File: config.mk
export PLATFORM = sky130hd
export DESIGN_NAME = mem_dump_flat
export DESIGN_NICKNAME = d
export VERILOG_FILES = /design/src/rtl/mem_dump_pkg.sv /design/src/rtl/mem_dump_if.sv /design/src/rtl/mem_dump.sv /design/src/flat_wrapper.sv
export SDC_FILE = /design/constraint.sdc
export NUM_CORES = 1
export LEC_CHECK = 0
export ABC_AREA = 1
export BUFFER_PORTS_ARGS = -buffer_cell sky130_fd_sc_hd__buf_2
export CORE_UTILIZATION = 52
export DETAILED_ROUTE_END_ITERATION = 12
export GPL_TIMING_DRIVEN = 0
export PLACE_DENSITY = 0.77
export SYNTH_ARGS = -nofsm -noshare
export SYNTH_HDL_FRONTEND = slang
export SYNTH_SLANG_ARGS = --single-unit
File: constraint.sdc
create_clock -name clk -period 2.72 [get_ports clk]
set_clock_uncertainty 0.15 [all_clocks]
set_input_delay 0.136 -clock clk [delete_from_list [all_inputs] [get_ports clk]]
set_output_delay 0.136 -clock clk [all_outputs]
set_load 0.01 [all_outputs]
File: src/rtl/mem_dump_pkg.sv
// mem_dump_pkg: shared definitions for the mem_dump core and the memories it reads.
// Optional feature: MEM_DUMP_CSUM_EN adds the checksum state.
package mem_dump_pkg;

    localparam int unsigned DEF_ADDR_BITS = 10;

    typedef enum logic [2:0] {
        IDLE,
        READ,
        WAIT,
        SEND,
`ifdef MEM_DUMP_CSUM_EN
        CSUM,
`endif
        DONE
    } state_t;

endpackage

File: src/rtl/mem_dump_if.sv
// mem_dump_if: byte-memory read port plus valid/ready byte stream.
// The master side is the dump core; the slave side is memory + sink.
interface mem_dump_if
    import mem_dump_pkg::*;
#(
    parameter int unsigned ADDR_BITS = DEF_ADDR_BITS
);
    logic                 mem_re;
    logic [ADDR_BITS-1:0] mem_addr;
    logic [7:0]           mem_rdata;
    logic [7:0]           out_data;
    logic                 out_valid;
    logic                 out_ready;

    modport master (
        output mem_re, mem_addr, out_data, out_valid,
        input  mem_rdata, out_ready
    );

    modport slave (
        input  mem_re, mem_addr, out_data, out_valid,
        output mem_rdata, out_ready
    );
endinterface

File: src/rtl/mem_dump.sv
// mem_dump: reads len bytes starting at base_addr from an external byte memory
// and streams them out over a valid/ready port, one byte per three cycles.
// Define MEM_DUMP_CSUM_EN to append the two's complement of the byte sum.
module mem_dump
    import mem_dump_pkg::*;
#(
    parameter int unsigned ADDR_BITS = DEF_ADDR_BITS,
    parameter int unsigned LEN_BITS  = ADDR_BITS + 1
) (
    input  logic                 clk,
    input  logic                 rst,
    input  logic                 start,
    input  logic [ADDR_BITS-1:0] base_addr,
    input  logic [LEN_BITS-1:0]  len,
    output logic                 busy,
    output logic                 done,
    mem_dump_if.master           bus
);
    state_t               state_q, state_d;
    state_t               data_end;
    logic [ADDR_BITS-1:0] addr_q, last_addr_q;
    logic [LEN_BITS-1:0]  cnt_q;
    logic [7:0]           out_data_q;
    logic                 done_q;
    logic                 xfer, last_byte;
`ifdef MEM_DUMP_CSUM_EN
    logic [7:0]           sum_q, sum_next;
`endif

    // Handshake qualifiers and the state that follows the last data byte
    always_comb begin
        xfer      = (state_q == SEND) && bus.out_ready;
        last_byte = (cnt_q == LEN_BITS'(1));
`ifdef MEM_DUMP_CSUM_EN
        data_end  = CSUM;
        sum_next  = sum_q + out_data_q;
`else
        data_end  = DONE;
`endif
    end

    // State register
    always_ff @(posedge clk or negedge rst) begin
        if (!rst) state_q <= IDLE;
        else      state_q <= state_d;
    end

    // Next-state and output decode; mem_addr shows the live address only in READ
    always_comb begin
        state_d       = state_q;
        busy          = (state_q != IDLE);
        done          = done_q;
        bus.mem_re    = (state_q == READ);
        bus.mem_addr  = (state_q == READ) ? addr_q : last_addr_q;
        bus.out_valid = (state_q == SEND);
        bus.out_data  = out_data_q;
        case (state_q)
            IDLE: begin
                if (start) state_d = (len != '0) ? READ : data_end;
            end
            READ: state_d = WAIT;
            WAIT: state_d = SEND;
            SEND: begin
                if (xfer) state_d = last_byte ? data_end : READ;
            end
`ifdef MEM_DUMP_CSUM_EN
            CSUM: begin
                bus.out_valid = 1'b1;
                if (bus.out_ready) state_d = DONE;
            end
`endif
            DONE:    state_d = IDLE;
            default: state_d = IDLE;
        endcase
    end

    // Datapath: address/count capture and stepping, data register, done pulse
    always_ff @(posedge clk or negedge rst) begin
        if (!rst) begin
            addr_q      <= '0;
            last_addr_q <= '0;
            cnt_q       <= '0;
            out_data_q  <= '0;
            done_q      <= 1'b0;
`ifdef MEM_DUMP_CSUM_EN
            sum_q       <= '0;
`endif
        end else begin
            done_q <= (state_q == DONE);
            case (state_q)
                IDLE: begin
                    if (start) begin
                        addr_q <= base_addr;
                        cnt_q  <= len;
`ifdef MEM_DUMP_CSUM_EN
                        sum_q  <= '0;
                        if (len == '0) out_data_q <= '0;
`endif
                    end
                end
                READ: last_addr_q <= addr_q;
                WAIT: out_data_q  <= bus.mem_rdata;
                SEND: begin
                    if (xfer) begin
                        addr_q <= addr_q + ADDR_BITS'(1);
                        cnt_q  <= cnt_q - LEN_BITS'(1);
`ifdef MEM_DUMP_CSUM_EN
                        sum_q  <= sum_next;
                        if (last_byte) out_data_q <= 8'd0 - sum_next;
`endif
                    end
                end
                default: ;
            endcase
        end
    end

endmodule

File: src/flat_wrapper.sv
// flat-port wrapper written by rule: the top's interface ports become plain ports
module mem_dump_flat import mem_dump_pkg::*;
#(
    parameter int unsigned ADDR_BITS = DEF_ADDR_BITS,
    parameter int unsigned LEN_BITS  = ADDR_BITS + 1
)
  (clk, rst, start, base_addr, len, busy, done, bus_mem_re, bus_mem_addr, bus_out_data, bus_out_valid, bus_mem_rdata, bus_out_ready);
  mem_dump_if #(.ADDR_BITS(ADDR_BITS)) bus_i ();
  input  logic clk;
  input  logic rst;
  input  logic start;
  input  logic [ADDR_BITS-1:0] base_addr;
  input  logic [LEN_BITS-1:0] len;
  output logic busy;
  output logic done;
  output wire logic [$bits(bus_i.mem_re)-1:0] bus_mem_re;
  output wire logic [$bits(bus_i.mem_addr)-1:0] bus_mem_addr;
  output wire logic [$bits(bus_i.out_data)-1:0] bus_out_data;
  output wire logic [$bits(bus_i.out_valid)-1:0] bus_out_valid;
  input wire logic [$bits(bus_i.mem_rdata)-1:0] bus_mem_rdata;
  input wire logic [$bits(bus_i.out_ready)-1:0] bus_out_ready;
  assign bus_mem_re = bus_i.mem_re;
  assign bus_mem_addr = bus_i.mem_addr;
  assign bus_out_data = bus_i.out_data;
  assign bus_out_valid = bus_i.out_valid;
  assign bus_i.mem_rdata = bus_mem_rdata;
  assign bus_i.out_ready = bus_out_ready;
  mem_dump #(.ADDR_BITS(ADDR_BITS), .LEN_BITS(LEN_BITS)) u_core (.clk(clk), .rst(rst), .start(start), .base_addr(base_addr), .len(len), .busy(busy), .done(done), .bus(bus_i));
endmodule
* Word-level counts from Yosys, hierarchy flattened
Cells that the tools add are included.
Cells by class: add/subtract/negate cells 2, eq/ne operators 7, reduce and logical (&&, ||, !) cells 7, multiplexer cells 12
Operators with widths (count):
- 10-bit two-way mux | 3
- 11-bit two-way mux | 2
- 11-bit one-hot mux with 2 select lines | 1
- 10-bit one-hot mux with 2 select lines | 1
- 3-bit two-way mux | 4
- 3-bit one-hot mux with 4 select lines | 1
- 11-bit by 1-bit equality test with 1-bit output, second input constant | 1
- 11-bit nonzero test | 1
- 11-bit by 1-bit subtractor with 11-bit output, second input constant | 1
- 10-bit by 1-bit adder with 10-bit output, second input constant | 1
- 3-bit by 2-bit equality test with 1-bit output, second input constant | 2
- 3-bit by 1-bit equality test with 1-bit output, second input constant | 1
- 3-bit equality test, second input constant | 1
- 3-bit zero test | 1
- 3-bit AND reduction | 1
- 3-bit nonzero test | 1
- 2-bit by 1-bit != test with 1-bit output, second input constant | 1
- 2-bit != test, second input constant | 1
- 2-bit AND reduction | 1
- 2-bit nonzero test | 1
- 1-bit logical AND | 1
Storage, ports and cells: output and inout bits 22, bits of input ports 33, register bits after elaboration 43, word-level logic and storage cells 34

* Depth between registers and ports, before layout
word-level depth 4, depth in mapped cells 9

* Worst setup path after synthesis
Ideal clock, no wire load.
kind register to output, start register u_core.state_q[1], end output bus_mem_addr[1], data arrival time 1.336 ns, path slack 1.098 ns, path buffers 1, stages on the path, launching flop included 5, cell sequence dfrtp_1 > nor3_4 > inv_2 > clkbuf_1 > o21ai_1
Between the ends: cells in the longest elaborated chain, start to end 2
RTL lines:
- start: declaration | line mem_dump.sv:19 | state_t state_q, state_d;
- start signal: assignment | line mem_dump.sv:45 | else state_q <= state_d;
- 3-bit by 1-bit equality test with 1-bit output
- net bus_mem_re | line flat_wrapper.sv:16 | output wire logic [$bits(bus_i.mem_re)-1:0] bus_mem_re;
- 10-bit two-way mux
- end: declaration | line flat_wrapper.sv:17 | output wire logic [$bits(bus_i.mem_addr)-1:0] bus_mem_addr;
The timed path passes the listed nets, and every way through them passes these cells.

* Worst setup path in the final report
start register u_core.state_q[1], end output bus_mem_addr[7]
Between the ends: cells in the longest elaborated chain, start to end 2
RTL lines:
- 3-bit by 1-bit equality test with 1-bit output | line mem_dump.sv:54 | bus.mem_addr = (state_q == READ) ? addr_q : last_addr_q;
- 10-bit two-way mux
Every way passes these cells.

==> results.md <==
- First-pass GRT wire length: 9.68 mm
- Fillers: 394
- CTS tree: yes
- Clock Pin Slew Worst Setup and Hold Paths: 0.08 ns
- VDD IR max: 487 uV
- Avg Synthesized Cell Area: 7.76 um^2
- Setup TNS Final: 0 ns
- Row count: 24
- Share of layout cells above drive strength 1: 26.5%
- Gr usage total: 24.8%
- Post-CTS resize count: 0
- Grt total ovfl: 0
- CTS root buf: clkbuf_8
- Max-cap violations: 0
- Relative slew slack: 36.5%
- Sequential element share of the synthesized area: 44.4%
- Syn Inst Count: 312
- Die height: 70.2 um
- CP peak stage delay: 0.48 ns
- RePlAce Congestion: 0.876
- Critical path, cell by cell: nor3_4, inv_2, clkbuf_1, o21ai_1, buf_2
- Crit. End Element: primary output
- HP Class: in -> reg
- Via/cell ratio: 5.08
- CP required: 2.43 ns
- Tcrit/Tclk final: 78.7%
- Num CTS Buffers: 5
- Yosys warns: 0
- Clock tree buffer depth: 2
- Min Tclk post-route: 2.14 ns
- Pwr Total: 3.52 mW
- Synth cell types: 28
- WL final: 5.65 mm
- Vias in the first global route: 2,165
- Post-synth net total: 348
- # IOs: 55
- Clock Sinks: 43
- Clock latency on the worst-skew pair: 0.30 ns
- Storage cell area: 1080 um^2
- CP Launch Type: flop
- Horiz. Die Dim: 70.2 um
- Status: finished clean
- Netlist Area Pre-Place: 2420 um^2
- #FFs+latches synth: 43
- Pin count of the biggest net entering global routing: 44
- Area of the core: 4410 um^2
- Post-Layout Cell Count: 437
- Final hold violations: 0
- Antenna cells: 0
- DRT Pass-1 Iters: 4
- RSZ-0062 raised after global routing: no
- DP Cell Count: 418
- Setup-failing EPs final: 0
- Area growth from synthesis to layout: 21.9%
- Leak: 1.54 nW
- Area of the multi-input gates: 1170 um^2
- Number of buffers added on ports: 54
- Count of final max-slew check failures: 0
- Routed len/inst: 12.9 um
- CP arrival: 1.85 ns
- FF-to-FF setup slack: 1.02 ns
- DRT iter0 DRCs: 128
- Post-DRT Antenna Nets: 0
- DRC: 0
- Fin area: 2950 um^2
- CP max-delay cell: dfrtp_1
- DPL Wire Length: 3.98 mm
- DP Area: 2760 um^2
- Initial antenna violation count: 0
- NumNets Final: 420
- CP bufs+invs: 3
- Full die area: 4930 um^2
- Critical path peak fanout: 10
- F_max: 0.467 GHz
- Power per Cell Area: 1190 nW/um^2
- Critical path class: reg -> out
- H-tree depth: 2
- Via count: 2,218
- Initial core utilization: 54.8%
- CP delay by family, top: buffers and inverters
- Least-Margin Pin Slew: 0.953 ns
==> timing repair <==
action | 4_1_cts | 5_1_grt
endpoints found under the hold margin | 53 | 0
buffers inserted | 0 | 0
hold buffers | 11 | 0
==> tightest hold or removal path, stage by stage <==
cell and delay, ns:
buf_2 0.08, nand2_1 0.05, o21ai_0 0.06, nand2_1 0.05
nand2_1 0.05
==> final timing paths <==
kind	from	endpoint	cells past startpoint
worst min register to register	u_core.last_addr_q[5]	u_core.last_addr_q[5]	2
worst min-delay path	base_addr[0]	u_core.addr_q[0]	5
max in group asynchronous	rst	u_core.cnt_q[0]	2
min in group asynchronous	rst	u_core.last_addr_q[8]	2
worst max register to register	u_core.state_q[2]	u_core.addr_q[6]	7
worst max-delay path	u_core.state_q[1]	bus_mem_addr[7]	5
==> per-stage QoR <==
| stage | hold slack, ns | utilization, % | worst slack [ns] |
|---|---|---|---|
| detailed placement | 0.194 | 62.4 | 0.889 |
| global route | 0.0329 | 66.9 | 0.402 |
| finish | 0.0101 | 66.9 | 0.581 |
| floorplan | -0.310 | - | 1.10 |
| CTS | 0.00515 | 66.9 | 0.559 |
| global placement | 0.190 | 62.4 | 0.917 |
==> state kept, by name (all words and copies together) (netlist names) <==
name and flops:
u_core.cnt_q 11, u_core.addr_q 10, u_core.last_addr_q 10, u_core.bus.out_data 8, u_core.state_q 3, u_core.done 1
==> power by group <==
part | leakage (nW) | switching, mW | total, mW | internal (mW)
Clock | 0.0412 | 0.220 | 0.399 | 0.180
Sequential | 0.531 | 0.222 | 1.17 | 0.945
Combinational | 0.970 | 1.19 | 1.96 | 0.770
==> routing by layer <==
| metal | global-route usage (%) | up-vias | wire length [um] |
|---|---|---|---|
| met2 | 43.5 | 59 | 2860 |
| met1 | 31.1 | 1022 | 2450 |
| met3 | 4.33 | 9 | 259 |
| met5 | 0 | - | 0 |
| li1 | - | 1128 | - |
| met4 | 7.33 | 0 | 80 |
==> cells in the final DEF, fill, tap and decap left out, drive strengths merged <==
| cell | n |
|---|---|
| nand3 | 26 |
| nor2 | 39 |
| mux2 | 8 |
| clkinvlp | 1 |
| dfrtp | 43 |
| ha | 3 |
| clkbuf | 8 |
| xor2 | 3 |
| buf | 61 |
| o211ai | 1 |
| nor3 | 5 |
| nand2 | 106 |
| dlygate4sd3 | 11 |
| o21a | 1 |
| a21oi | 1 |
| or2 | 4 |
| nand3b | 1 |
| xnor2 | 2 |
| clkinv | 1 |
| o21ai | 31 |
| inv | 29 |
==> area by class of cell <==
cell class / instances / share of cell area [%]
multi-input combinational: 231 / 39.6
sequential: 43 / 36.5
timing repair buffer: 65 / 12.9
inverter: 29 / 3.69
clock buffer: 6 / 2.46
buffer: 9 / 2.33
tap: 52 / 2.20
clock inverter: 2 / 0.424
==> Yosys cell counts, drive strengths merged <==
cell type,n,area [um^2]
a21oi,1,5.00
buf,7,61.3
clkbuf,2,7.51
dfrtp,43,1080
ha,3,37.5
inv,29,109
mux2,8,90.1
nand2,106,403
nand3,26,145
nand3b,1,7.51
nor2,39,149
nor3,5,47.5
o211ai,1,7.51
o21a,1,7.51
o21ai,31,196
or2,4,27.5
xnor2,2,17.5
xor2,3,26.3
==> cells by family (layout without fill, tap and decap cells) <==
logic type                 Yosys count  in the layout  synth area share, %
AOI/OAI and AO/OA                   34             34                 8.94
xor gates and xnor gates             5              5                 1.81
adders and majority gates            3              3                 1.55
buffers and inverters               38            111                 7.34
DFF                                 43             43                 44.4
muxes                                8              8                 3.72
and+or+nand+nor                    181            181                 32.2
No activity file was read; power rests on OpenSTA's default activity.
